File: config.mk
export PLATFORM = sky130hd
export DESIGN_NAME = encoder_8to3_seq
export DESIGN_NICKNAME = d
export VERILOG_FILES = /design/src/rtl/encoder_pkg.sv /design/src/rtl/prio_enc_8to3.sv /design/src/rtl/encoder_8to3_seq.sv
export SDC_FILE = /design/constraint.sdc
export NUM_CORES = 1
export LEC_CHECK = 0
export BUFFER_PORTS_ARGS = -buffer_cell sky130_fd_sc_hd__buf_4
export CORE_MARGIN = 2
export CORE_UTILIZATION = 40
export DETAILED_ROUTE_END_ITERATION = 10
export MAX_ROUTING_LAYER = met4
export PLACE_DENSITY = 0.63
export RECOVER_POWER = 50
export SETUP_SLACK_MARGIN = 0.4
export SLEW_MARGIN = 5
export SYNTH_ARGS = -nofsm -noshare
export SYNTH_HDL_FRONTEND = slang
export SYNTH_SLANG_ARGS = --single-unit
File: constraint.sdc
create_clock -name clk -period 4.4 [get_ports clk]
set_clock_uncertainty 0.2 [all_clocks]
set_input_delay 0.88 -clock clk [delete_from_list [all_inputs] [get_ports clk]]
set_output_delay 0.88 -clock clk [all_outputs]
set_load 0.02 [all_outputs]
File: src/rtl/encoder_pkg.sv
// Shared types and constants for the sequential 8-to-3 priority encoder.
//   N_REQ   : number of request lines (only 8 is supported)
//   CODE_W  : width of the encoded index, clog2(N_REQ)
//   req_t   : request / pending vector type
//   code_t  : encoded index type
//   state_t : output handshake state (IDLE = no code presented, HOLD = code valid)
package encoder_pkg;

    localparam int unsigned N_REQ  = 8;
    localparam int unsigned CODE_W = $clog2(N_REQ);

    typedef logic [N_REQ-1:0]  req_t;
    typedef logic [CODE_W-1:0] code_t;

    typedef enum logic {
        IDLE = 1'b0,
        HOLD = 1'b1
    } state_t;

    // One-hot mask for an encoded index.
    function automatic req_t code_to_mask(input code_t c);
        return req_t'(1) << c;
    endfunction

endpackage

File: src/rtl/prio_enc_8to3.sv
// Combinational 8-to-3 priority encoder, highest index wins.
//   in_bits : request vector
//   idx     : index of the highest set bit (0 when in_bits is 0)
//   any     : at least one bit of in_bits is set
module prio_enc_8to3
    import encoder_pkg::*;
(
    input  req_t  in_bits,
    output code_t idx,
    output logic  any
);

    // Ascending scan: later (higher) set bits overwrite lower ones.
    always_comb begin
        idx = '0;
        for (int i = 0; i < N_REQ; i++) begin
            if (in_bits[i]) begin
                idx = code_t'(i);
            end
        end
    end

    assign any = |in_bits;

endmodule

File: src/rtl/encoder_8to3_seq.sv
// Registered 8-to-3 priority encoder with sticky request capture and a
// valid/ready output handshake. Requests accumulate in a pending register and
// are issued one index per accepted transfer, highest index first.
//   clk   : rising-edge clock
//   rst_n : asynchronous active-low reset
//   en    : capture enable for req
//   req   : request lines, req[i] <-> decoder output Yi
//   code  : encoded index, qualified by valid (holds last value when idle)
//   valid : code is presented
//   ready : consumer accepts code when valid && ready
//   pend  : captured requests not yet issued
//   dup   : one-cycle pulse, a request hit a bit that was already pending
module encoder_8to3_seq
    import encoder_pkg::*;
(
    input  logic              clk,
    input  logic              rst_n,
    input  logic              en,
    input  logic [N_REQ-1:0]  req,
    output logic [CODE_W-1:0] code,
    output logic              valid,
    input  logic              ready,
    output logic [N_REQ-1:0]  pend,
    output logic              dup
);

    state_t state_q, state_d;
    req_t   pend_q, pend_d;
    code_t  code_q, code_d;
    logic   dup_q, dup_d;

    code_t  top_idx;
    logic   pend_any;
    logic   load;
    req_t   load_mask;
    req_t   req_gated;

    prio_enc_8to3 u_prio (
        .in_bits (pend_q),
        .idx     (top_idx),
        .any     (pend_any)
    );

    assign req_gated = en ? req : '0;

    always_comb begin
        state_d   = state_q;
        code_d    = code_q;
        load      = 1'b0;
        load_mask = '0;

        unique case (state_q)
            IDLE: begin
                if (pend_any) begin
                    load    = 1'b1;
                    state_d = HOLD;
                end
            end
            HOLD: begin
                if (ready) begin
                    if (pend_any) begin
                        load = 1'b1;
                    end else begin
                        state_d = IDLE;
                    end
                end
            end
            default: state_d = IDLE;
        endcase

        if (load) begin
            code_d    = top_idx;
            load_mask = code_to_mask(top_idx);
        end

        // A new request on the bit being loaded re-sets it, so it is issued again.
        pend_d = (pend_q & ~load_mask) | req_gated;
        dup_d  = |(req_gated & pend_q & ~load_mask);
    end

    always_ff @(posedge clk or negedge rst_n) begin
        if (!rst_n) begin
            state_q <= IDLE;
            pend_q  <= '0;
            code_q  <= '0;
            dup_q   <= 1'b0;
        end else begin
            state_q <= state_d;
            pend_q  <= pend_d;
            code_q  <= code_d;
            dup_q   <= dup_d;
        end
    end

    assign code  = code_q;
    assign valid = (state_q == HOLD);
    assign pend  = pend_q;
    assign dup   = dup_q;

endmodule
# Yosys cells after proc, flatten, opt, wreduce, memory -nomap -nowiden
# Cells that the tools add are included.
[word_totals] reg_bits=13 input_bits=12 output_inout_bits=13 word_cells=27
[classes] n_shift=1 n_mux=14 bitwise_logic=6 reduce_logical=2
[ops] operator="$and 8x8->8" count=3
[ops] operator="$mux 8" count=2
[ops] operator="$reduce_or 8->1" count=2
[ops] operator="$mux 3" count=4
[ops] operator="$not 8->8" count=1
[ops] operator="$or 8x8->8" count=1
[ops] operator="$shl 1x3->8 const A" count=1
[ops] operator="$mux 1" count=4
[ops] operator="$mux 2" count=2
[ops] operator="$pmux 1 s2" count=2
[ops] operator="$not 1->1" count=1

# Logic depth before layout (Yosys ltp)
# Gate-level depths: netlist (run 1).
[logic_depth] word_depth=12 depth_mapped=5

# Cells and area by module
# Synthesis (run 1) repeated with hierarchy kept, for this count alone.
[unflattened] cells_unflattened=70 area_unflattened_um2=631.9
[by_module_without_submodules] module="encoder_8to3_seq" instances=1 cells_each=58 area_per_inst_um2=565.5 seq_area_each_um2=325.3
[by_module_without_submodules] module="prio_enc_8to3" instances=1 cells_each=12 area_per_inst_um2=66.3 seq_area_each_um2=0.0

# Worst setup path after synthesis (run 1)
# No wires, ideal clock.
[synth_timing] path_kind="input-to-reg" from="input port ready" to="register dup_q (netlist: dup)" arrival_ps=1650 required_ps=4058 slack_ps=2408 stages=4 path_cell_list="nand2b_1 o2111ai_1 o41ai_1 a41oi_1"
[synth_via] elab_chain_cells=6
[synth_lines] element="from (decl)" line="encoder_8to3_seq.sv:22" source="input logic ready,"
[synth_lines] element="$mux 1" line="encoder_8to3_seq.sv:60" source="if (ready) begin"
[synth_lines] element="$pmux 1 s2" line="encoder_8to3_seq.sv:52" source="unique case (state_q)"
[synth_lines] element="$mux 8" line="encoder_8to3_seq.sv:71" source="if (load) begin"
[synth_lines] element="$not 8->8" line="encoder_8to3_seq.sv:78" source="dup_d = |(req_gated & pend_q & ~load_mask);"
[synth_lines] element="$and 8x8->8" line="encoder_8to3_seq.sv:78"
[synth_lines] element="$reduce_or 8->1" line="encoder_8to3_seq.sv:78"
[synth_lines] element="net dup_d" line="encoder_8to3_seq.sv:30" source="logic dup_q, dup_d;"
[synth_lines] element="to (signal assigned)" line="encoder_8to3_seq.sv:91" source="dup_q <= dup_d;"
[synth_lines] element="to (decl)" line="encoder_8to3_seq.sv:30"
# The timed path passes the listed nets, and every way through them passes these cells.
# A chain may end at the register's enable or synchronous reset.

# Final worst setup path (run 1)
[layout_timing] from="register pend_q[5] (netlist: pend[5])" to="output port pend[5]"
[layout_rtl] element="from (decl)" line="encoder_8to3_seq.sv:28" source="req_t pend_q, pend_d;"
[layout_rtl] element="from (signal assigned)" line="encoder_8to3_seq.sv:89" source="pend_q <= pend_d;"
[layout_rtl] element="to (decl)" line="encoder_8to3_seq.sv:23" source="output logic [N_REQ-1:0] pend,"
# No word-level cell between the ends.

==> results by stage, run 1 <==
Status:
- The run finished with clean final reports.

CTS:
- The TritonCTS clock tree is done.
- The number of buffers inserted to repair setup after CTS is 0.
- In this run the deepest clock path goes through 2 buffers.
- Once the clock tree was built, the resizer swapped 0 gates to a different size.
- After clock tree synthesis, the clock-pin slew on the worst setup and hold paths is 80 ps.
- The H-tree depth is 1.
- The number of sinks handled by clock tree synthesis is 13.
- The insertion delay of the later-clocked pin in the worst-skew pair is 270 ps.
- The number of clock buffers inserted by TritonCTS is 3.
- The number of buffers inserted for hold repair after clock tree synthesis is 0.
- Clock tree synthesis selected as its root buffer the cell sky130_fd_sc_hd__clkbuf_4.

Timing:
- The ratio of final minimum period to clock period is 48.84%.
- The transition time at the pin with the least slew margin is 695.1 ps.
- Setup repair after global routing left no endpoint under its margin.
- The post-route worst setup slack is 2251 ps.
- After routing, the total negative slack on setup checks comes to 0 ps.
- For this run, the top clock speed supported by timing is between 400 and 500 MHz.
- The count of final max-slew check failures is 0.
- Headroom to the max-slew limit came out at 53.66%.
- The final count of hold timing violations is 0.
- Counting I/O delays and the setup requirement, the final critical path takes 2149 ps.
- The setup-violating endpoint count in the final report is 0.

Drt:
- After detailed routing, the number of remaining DRC violations is 0.
- The wire length per cell after detailed routing is 12.57 um.
- The first detailed-routing pass took 4 iterations.
- The routed layout has 662 vias.
- Once detail routing completed, the nets flagged for antenna violations numbered 0.
- The via-per-instance ratio is 5.254.
- The initial DRC count is 17.
- The final routed wirelength across all metal layers is 1584 um.

Setup path:
- The highest-delay cell along the critical path is sky130_fd_sc_hd__dfrtp_1.
- Together, buffers and inverters on the worst path number 1.
- The worst setup path is captured at an output pin.
- The family of cells with the greatest summed delay on the critical path is flip-flops.
- The endpoint of the most critical register-to-register path is code[1]$_DFFE_PN0P_.
- Along the worst path, the maximum fanout reaches 13.
- The critical path is of the register to output pin type.
- The worst-case reg-to-reg path depth is 4.
- The startpoint identified for the worst register-to-register timing path is pend[4]$_DFF_PN0_.
- The setup slack of the worst register-to-register path is ~2400 ps.
- The critical path arrival is 1070 ps.
- The startpoint type of the worst setup path is a register.
- Traced cell by cell, the critical path runs through buf_4.
- At the worst endpoint, the required time is 3320 ps.
- On the worst path, the slowest cell contributes a delay of between 500 and 600 ps.

Min path:
- The worst min-delay path class is register to register.
- The worst hold path startpoint is code[1]$_DFFE_PN0P_.
- Counting instances, the worst hold path has a depth of 1.
- For hold timing, the worst endpoint is code[1]$_DFFE_PN0P_.

Floorplan:
- The row count is 15.
- The effective utilization at floorplan is 41.68%.
- The die boundary height is around 46 um.
- The region available for standard cell placement spans 1708 um2.
- The count of pins on the block boundary is 25.
- The floorplan step defined a die boundary enclosing ~2100 um2.
- The die boundary width is 46.19 um.

Run:
- The tool flagged a number of max-cap violations equal to 0.

Global routing:
- The initial antenna violation count is 0.
- Global routing consumed, over all layers together, 16.56% of the routing resources.
- Entering global routing, the biggest net connects 14 pins.
- After global routing the overflow that remains totals 0.
- The number of global-route vias before repair came to ~560.
- The first-pass GRT wire length is 2435 um.

Logic synthesis:
- The netlist area before placement is 711.9 um2.
- Multiplexer cells account for 0% of the synthesized area.
- The count of state elements after synthesis is 13.
- The post-synthesis adder-cell area fraction is 0%.
- In this run the biggest area consumer among cell types represents 45.69% of the synthesized area.
- The net count of the mapped netlist is 88.
- Summed over all instances, the cell type with the most area after synthesis is sky130_fd_sc_hd__dfrtp_1.
- The synthesized instance count is 76.
- Counting distinct cell types in the post-synthesis netlist gives 28.
- The sequential element share of the synthesized area is a little under half.
- The per-instance average area after synthesis is between 9 and 10 um2.
- The post-synthesis compound-gate area fraction is 28.12%.
- By area, the combinational part of the netlist is dominated by compound AO/OA/AOI/OAI gates.
- The fraction of the mapped netlist area in simple logic gates is a little over a fifth.
- Yosys printed 0 warnings.
- Yosys attributes the largest share of cell area to sky130_fd_sc_hd__dfrtp_1 (46%), sky130_fd_sc_hd__nand2_1 (7.9%), sky130_fd_sc_hd__a22o_1 (4.9%), sky130_fd_sc_hd__a22oi_1 (3.2%), sky130_fd_sc_hd__nor4_4 (3.0%).
- Summing the areas of all xor and xnor instances in the mapped netlist gives 0% of the synthesized area.

Place:
- The number of port buffers is 24.
- The detailed placer's ending HPWL is 1189 um.
- Once placement finished, the instance area stood at 900.9 um2.
- At the end of routability-driven placement, the weighted congestion stood at between 0.7 and 0.8.
- At the placement stage, the worst setup path has a slack of 2188 ps.

Pwr:
- Across the VDD grid, the largest voltage drop is 0.0001936 V.
- For this design the ratio of total power to cell area is 308.1 nW/um2.
- The overall power is 0.2779 mW.
- Summed over all cells, the static leakage comes to between 0.3 and 0.4 nW.

Layout:
- The post-route standard cell area excluding fillers is about 900 um2.
- The total number of nets in the final design is 114.
- From synthesis to final layout, the design area changed by 26.71%.
- Registers take 325.3 um2.
- The most common cell after layout, fill and taps aside is sky130_fd_sc_hd__buf_4.
- Counting the fill cells in the layout gives 167.
- Of the cells placed in the final design, the portion with a size suffix greater than 1 is between 20% and 30%.
- Leaving out fill and tap cells, the most frequent cells in the layout are sky130_fd_sc_hd__buf_4 (22), sky130_fd_sc_hd__nand2_1 (15), sky130_fd_sc_hd__dfrtp_1 (13).
- The final design utilization is 52.82%.
- The repair_antennas step left the layout with diodes totalling 0.
- Summing all multi-input logic gate instances after layout gives 327.8 um2.
## report_power, final
group	total [mW]	internal [mW]	switching, mW
Combinational	0.0625	0.0291	0.0333
Clock	0.0733	0.0351	0.0382
Sequential	0.142	0.128	0.0142
Total	0.278	0.192	0.0858
## per-stage QoR
| stage | instances | hold slack, ps |
|---|---|---|
| final | 126 | 305.1 |
| after global routing | 126 | 337.7 |
| after CTS | 126 | 236.7 |
| after detailed placement | 122 | 295.3 |
| after global placement | 122 | 281.1 |
| after floorplan | 76 | 384.4 |
## layout make-up
cell class	count	area share (%)
clock buffers	4	2.913
inverters	4	1.664
multi-input cells	56	36.34
flip-flops and latches	13	36.06
well taps	25	3.467
repair buffers	24	19.56
## cell families after synthesis
| kind of cell | after synthesis |
|---|---|
| simple gates | 28 |
| compound gates | 28 |
| flops | 13 |
| buf+inv | 7 |
## registers in the layout (all words and copies together) (netlist names)
| signal | cells |
|---|---|
| pend | 8 |
| dup | 1 |
| code | 3 |
| valid | 1 |
## layer usage
layer | track usage, % | share of wire, %
met5 | - | 0
met4 | 5.143 | 1.1
met3 | 3.529 | 7.8
met2 | 22.78 | 45
met1 | 24.03 | 47
## Yosys cell counts (all sizes together)
cell,instances
nand2,15
dfrtp,13
nor2,5
o21ai,5
a21oi,4
a22o,4
inv,4
a22oi,3
a31oi,3
nand2b,3
clkbuf,2
o41ai,2
a41oi,1
and2,1
buf,1
nand3,1
nor2b,1
nor4,1
nor4b,1
o2111ai,1
o211ai,1
o21a,1
o21bai,1
o22ai,1
o311ai,1
## worst max path at each step
stage | startpoint | end | slack, ps | cells after the start
4_1_cts | pend[5]$_DFF_PN0_ | pend[5] | 2210 | 1
3_5_place_dp | ready | dup$_DFF_PN0_ | 2190 | 5
6_report | pend[5]$_DFF_PN0_ | pend[5] | 2250 | 1
5_1_grt | pend[5]$_DFF_PN0_ | pend[5] | 2200 | 1
2_1_floorplan | ready | dup$_DFF_PN0_ | 2410 | 4
3_3_place_gp | ready | dup$_DFF_PN0_ | 2200 | 5
Power figures use the tool's default switching activity.
==> run 2, diff against run 1 <==
--- a/config.mk
+++ b/config.mk
@@ -10,7 +10,7 @@
 export CORE_UTILIZATION = 40
 export DETAILED_ROUTE_END_ITERATION = 10
 export MAX_ROUTING_LAYER = met4
-export PLACE_DENSITY = 0.63
+export PLACE_DENSITY = 0.66
 export RECOVER_POWER = 50
 export SETUP_SLACK_MARGIN = 0.4
 export SLEW_MARGIN = 5
==> constraint.sdc (replaced) <==
create_clock -name clk -period 1.75 [get_ports clk]
set_clock_uncertainty 0.2 [all_clocks]
set_input_delay 0.35 -clock clk [delete_from_list [all_inputs] [get_ports clk]]
set_output_delay 0.35 -clock clk [all_outputs]
set_load 0.02 [all_outputs]
==> run 2 against run 1 <==
Effect of this change:
- via count increased by 28%
- critical endpoint is now pend[2]$_DFF_PN0_
- register-to-register slack got worse by 2300 ps
- non-clock buffer count increased by 28
- worst hold slack worse by 250 ps
- clock power grew to 2.8 times the previous value
- die area did not move
==> results by stage, run 2 (same netlist as run 1, synthesis figures left out) <==
Pwr:
- The completed layout was analyzed and its total power is 0.8773 mW.
- Net switching is 34.46% of the power.
- The internal portion of the total power is 0.5749 mW.
- The share of total power dissipated in the clock network is 23.3%.
- Across the VDD grid, the largest voltage drop is between 0.0004 and 0.0005 V.
- The leakage power is 0.5663 nW.
- The power density normalized to cell area is 678.7 nW/um2.
- The part of the total power dissipated in sequential elements is between 40% and 50%.
- Combinational logic is responsible for between 30% and 40% of the overall power.
- The power dissipated by switching net loads is 0.3023 mW.

CTS:
- The clock root buffer is sky130_fd_sc_hd__clkbuf_4.
- The clock transition at the registers of the reported paths is 80 ps.
- The number of sinks handled by clock tree synthesis is 13.
- The number of clock buffers inserted by TritonCTS is 3.
- In this run the number of H-tree levels came out at 1.
- The clock reaches the later pin of the worst-skew pair after 300 ps.
- The TritonCTS clock tree is done.
- The clock passes through at most 2 buffers.

Min path:
- The worst hold path startpoint is req[0].
- The min-delay analysis places its worst path in the category input pin to register.
- The path with the worst hold slack has its endpoint at pend[0]$_DFF_PN0_.
- The worst hold path passes through 3 cells.

Layout:
- The number of fillers in the final layout is around 110.
- The top cell types in the final layout, fill and taps aside, are sky130_fd_sc_hd__buf_4 (33), sky130_fd_sc_hd__nand2_1 (15), sky130_fd_sc_hd__buf_6 (14).
- The flip-flop count of the largest register, all copies and words added is 8.
- For this run, the post-layout net count is 142.
- In the final layout, the share of cells above drive strength 1 is 58.91%.
- Leaving out fill and tap cells, the most frequent cell in the layout is sky130_fd_sc_hd__buf_4.
- The number of antenna cells inserted is 0.
- The synthesis-to-layout area growth is 81.55%.
- The area of combinational cells with multiple inputs is 454.2 um2.
- The footprint of the flip-flops and latches is roughly 340 um2.

Place:
- The number of port buffers is 24.
- At the placement stage, the worst setup path has a slack of 120.0 ps.
- The detailed placer's ending HPWL is 1390 um.
- The placer congestion estimate is 0.8017.

Setup path:
- For the worst setup path, the data required time is 1740 ps.
- The worst register-to-register path has a depth of 5.
- The worst setup path is captured at a register.
- The critical path arrival is between 1500 and 2000 ps.
- The category of the most critical setup path is register to register.
- The worst register-to-register path begins at pend[6]$_DFF_PN0_.
- For flop-to-flop paths, the worst setup slack is 110 ps.
- The largest fanout of any net on the critical path is 5.
- The startpoint type of the worst setup path is a register.
- The endpoint of the most critical register-to-register path is pend[2]$_DFF_PN0_.

Timing:
- The setup-violating endpoint count in the final report is 0.
- Across all hold checks on the routed design, the worst slack comes to 55.51 ps.
- Setup repair after global routing could not meet its margin everywhere.
- Headroom to the max-slew limit came out at between 50 and 60%.
- The count of final max-slew check failures came to 0.
- For the pin with the worst max-slew slack, the measured transition is 747.6 ps.
- Static timing analysis puts the maximum clock frequency at 608.3 MHz.
- The smallest clock period supported by the final layout is computed as 1644 ps.
- The final count of hold timing violations was 0.
- The post-route worst setup slack is 106.1 ps.
- The final-layout setup total negative slack is 0 ps.
- The ratio of final minimum period to clock period is a little over nine tenths.

Global routing:
- The number of global-route vias before repair is approximately 760.
- The all-layer global routing usage is 25.85%.
- The initial antenna violation count was 0.
- The aggregate global routing overflow is 0.
- Entering global routing, the biggest net connects 14 pins.
- The first global-routing pass estimated 3512 um of wire.

Run:
- The tool flagged a number of max-cap violations equal to 0.

Drt:
- For this block, the initial DRC count from the detailed router was 27.
- For this run, design rule violations remaining after detail routing come to 0.
- Using the TritonRoute via totals, the vias-per-cell ratio works out to 5.500.
- The final routed wirelength across all metal layers is 2631 um.
- After detailed routing, the average wire length per cell comes to 17.08 um.
- Before antenna repair, the detailed router went through 4 iterations.
- The post-route antenna net violation count is 0.
- Detailed routing inserted a total of ~850 vias.

Floorplan:
- The floorplan step defined a die boundary enclosing 2134 um2.
- The die is ~46 um tall.
- The row count is 15.
- The floorplan step set the die width to 46.19 um.
- The core footprint is 1708 um2.
- 25 I/O pins were placed.
- Once the floorplan was initialized, standard cells occupied 41.68% of the core.

Status:
- The flow ran to the end, and the final reports show no timing, DRC or antenna violations.
## run 2: cell count changes in the layout (fill, tap and decap cells not counted), moves of 2 or more
cell / before / now
sky130_fd_sc_hd__nor2_1: 4 / 2
sky130_fd_sc_hd__dfrtp_2: 0 / 8
sky130_fd_sc_hd__o41ai_1: 2 / 0
sky130_fd_sc_hd__dfrtp_1: 13 / 5
sky130_fd_sc_hd__o21ai_2: 0 / 2
sky130_fd_sc_hd__nand2b_4: 0 / 2
sky130_fd_sc_hd__nand2b_1: 3 / 1
sky130_fd_sc_hd__buf_4: 22 / 33
sky130_fd_sc_hd__buf_6: 0 / 14
sky130_fd_sc_hd__clkbuf_1: 2 / 5
sky130_fd_sc_hd__o41ai_2: 0 / 2
## run 2: how the worst max path moves through the flow
stage                 startpoint           endpoint  cells after the start
2_1_floorplan  pend[6]$_DFF_PN0_  pend[3]$_DFF_PN0_                      4
3_3_place_gp               ready      dup$_DFF_PN0_                      5
3_5_place_dp   pend[7]$_DFF_PN0_      dup$_DFF_PN0_                      4
4_1_cts        pend[4]$_DFF_PN0_  pend[2]$_DFF_PN0_                      4
5_1_grt        pend[6]$_DFF_PN0_  pend[3]$_DFF_PN0_                      5
6_report       pend[6]$_DFF_PN0_  pend[2]$_DFF_PN0_                      5
## run 2: repair_timing
action                     CTS  global route
hold endpoints to repair    13             0
hold buffers                 1             0
cloned                       0             0
setup endpoints to repair   22            23
buffers inserted            15             9
gates resized for setup     24            12
pin swaps                    6             7
## run 2: cell type report
type / count / share of cell area, %
Timing Repair Buffer: 52 / 33.30
Sequential cell: 13 / 25.94
Multi-Input combinational cell: 56 / 35.14
Tap cell: 25 / 2.420
Clock buffer: 4 / 2.033
Inverter: 4 / 1.162
## run 2: per-layer routing
metal  GRT usage [%]  vias up  wire length [um]
met5               -        -                 0
met4           18.29        0                85
met3           7.843        9               201
met2           38.61       46              1216
met1           29.06      407              1128
li1                -      385                 -
## run 2: stage by stage
stage	std cells	utilization [%]	cell area [um2]
floorplan	76	-	724.4
global placement	125	54.80	935.9
detailed placement	125	54.80	935.9
CTS	145	69.96	1195
global route	154	75.68	1292
finish	154	75.68	1292
## run 2: worst max-delay path, cell delays in order (launching register included)
cell                      delay (ps)
sky130_fd_sc_hd__dfrtp_1         490
sky130_fd_sc_hd__nor4_4          280
sky130_fd_sc_hd__buf_4           190
sky130_fd_sc_hd__and2_4          160
sky130_fd_sc_hd__nand2_1          50
sky130_fd_sc_hd__a22o_1          170
## run 2: power groups by stage
stage	logic [mW]	clock network, mW	registers [mW]
after floorplan	0.0849	0	0.381
after global placement	0.183	0	0.364
after detailed placement	0.184	0	0.366
after CTS	0.261	0.195	0.358
after global routing	0.327	0.216	0.362
final	0.313	0.204	0.360
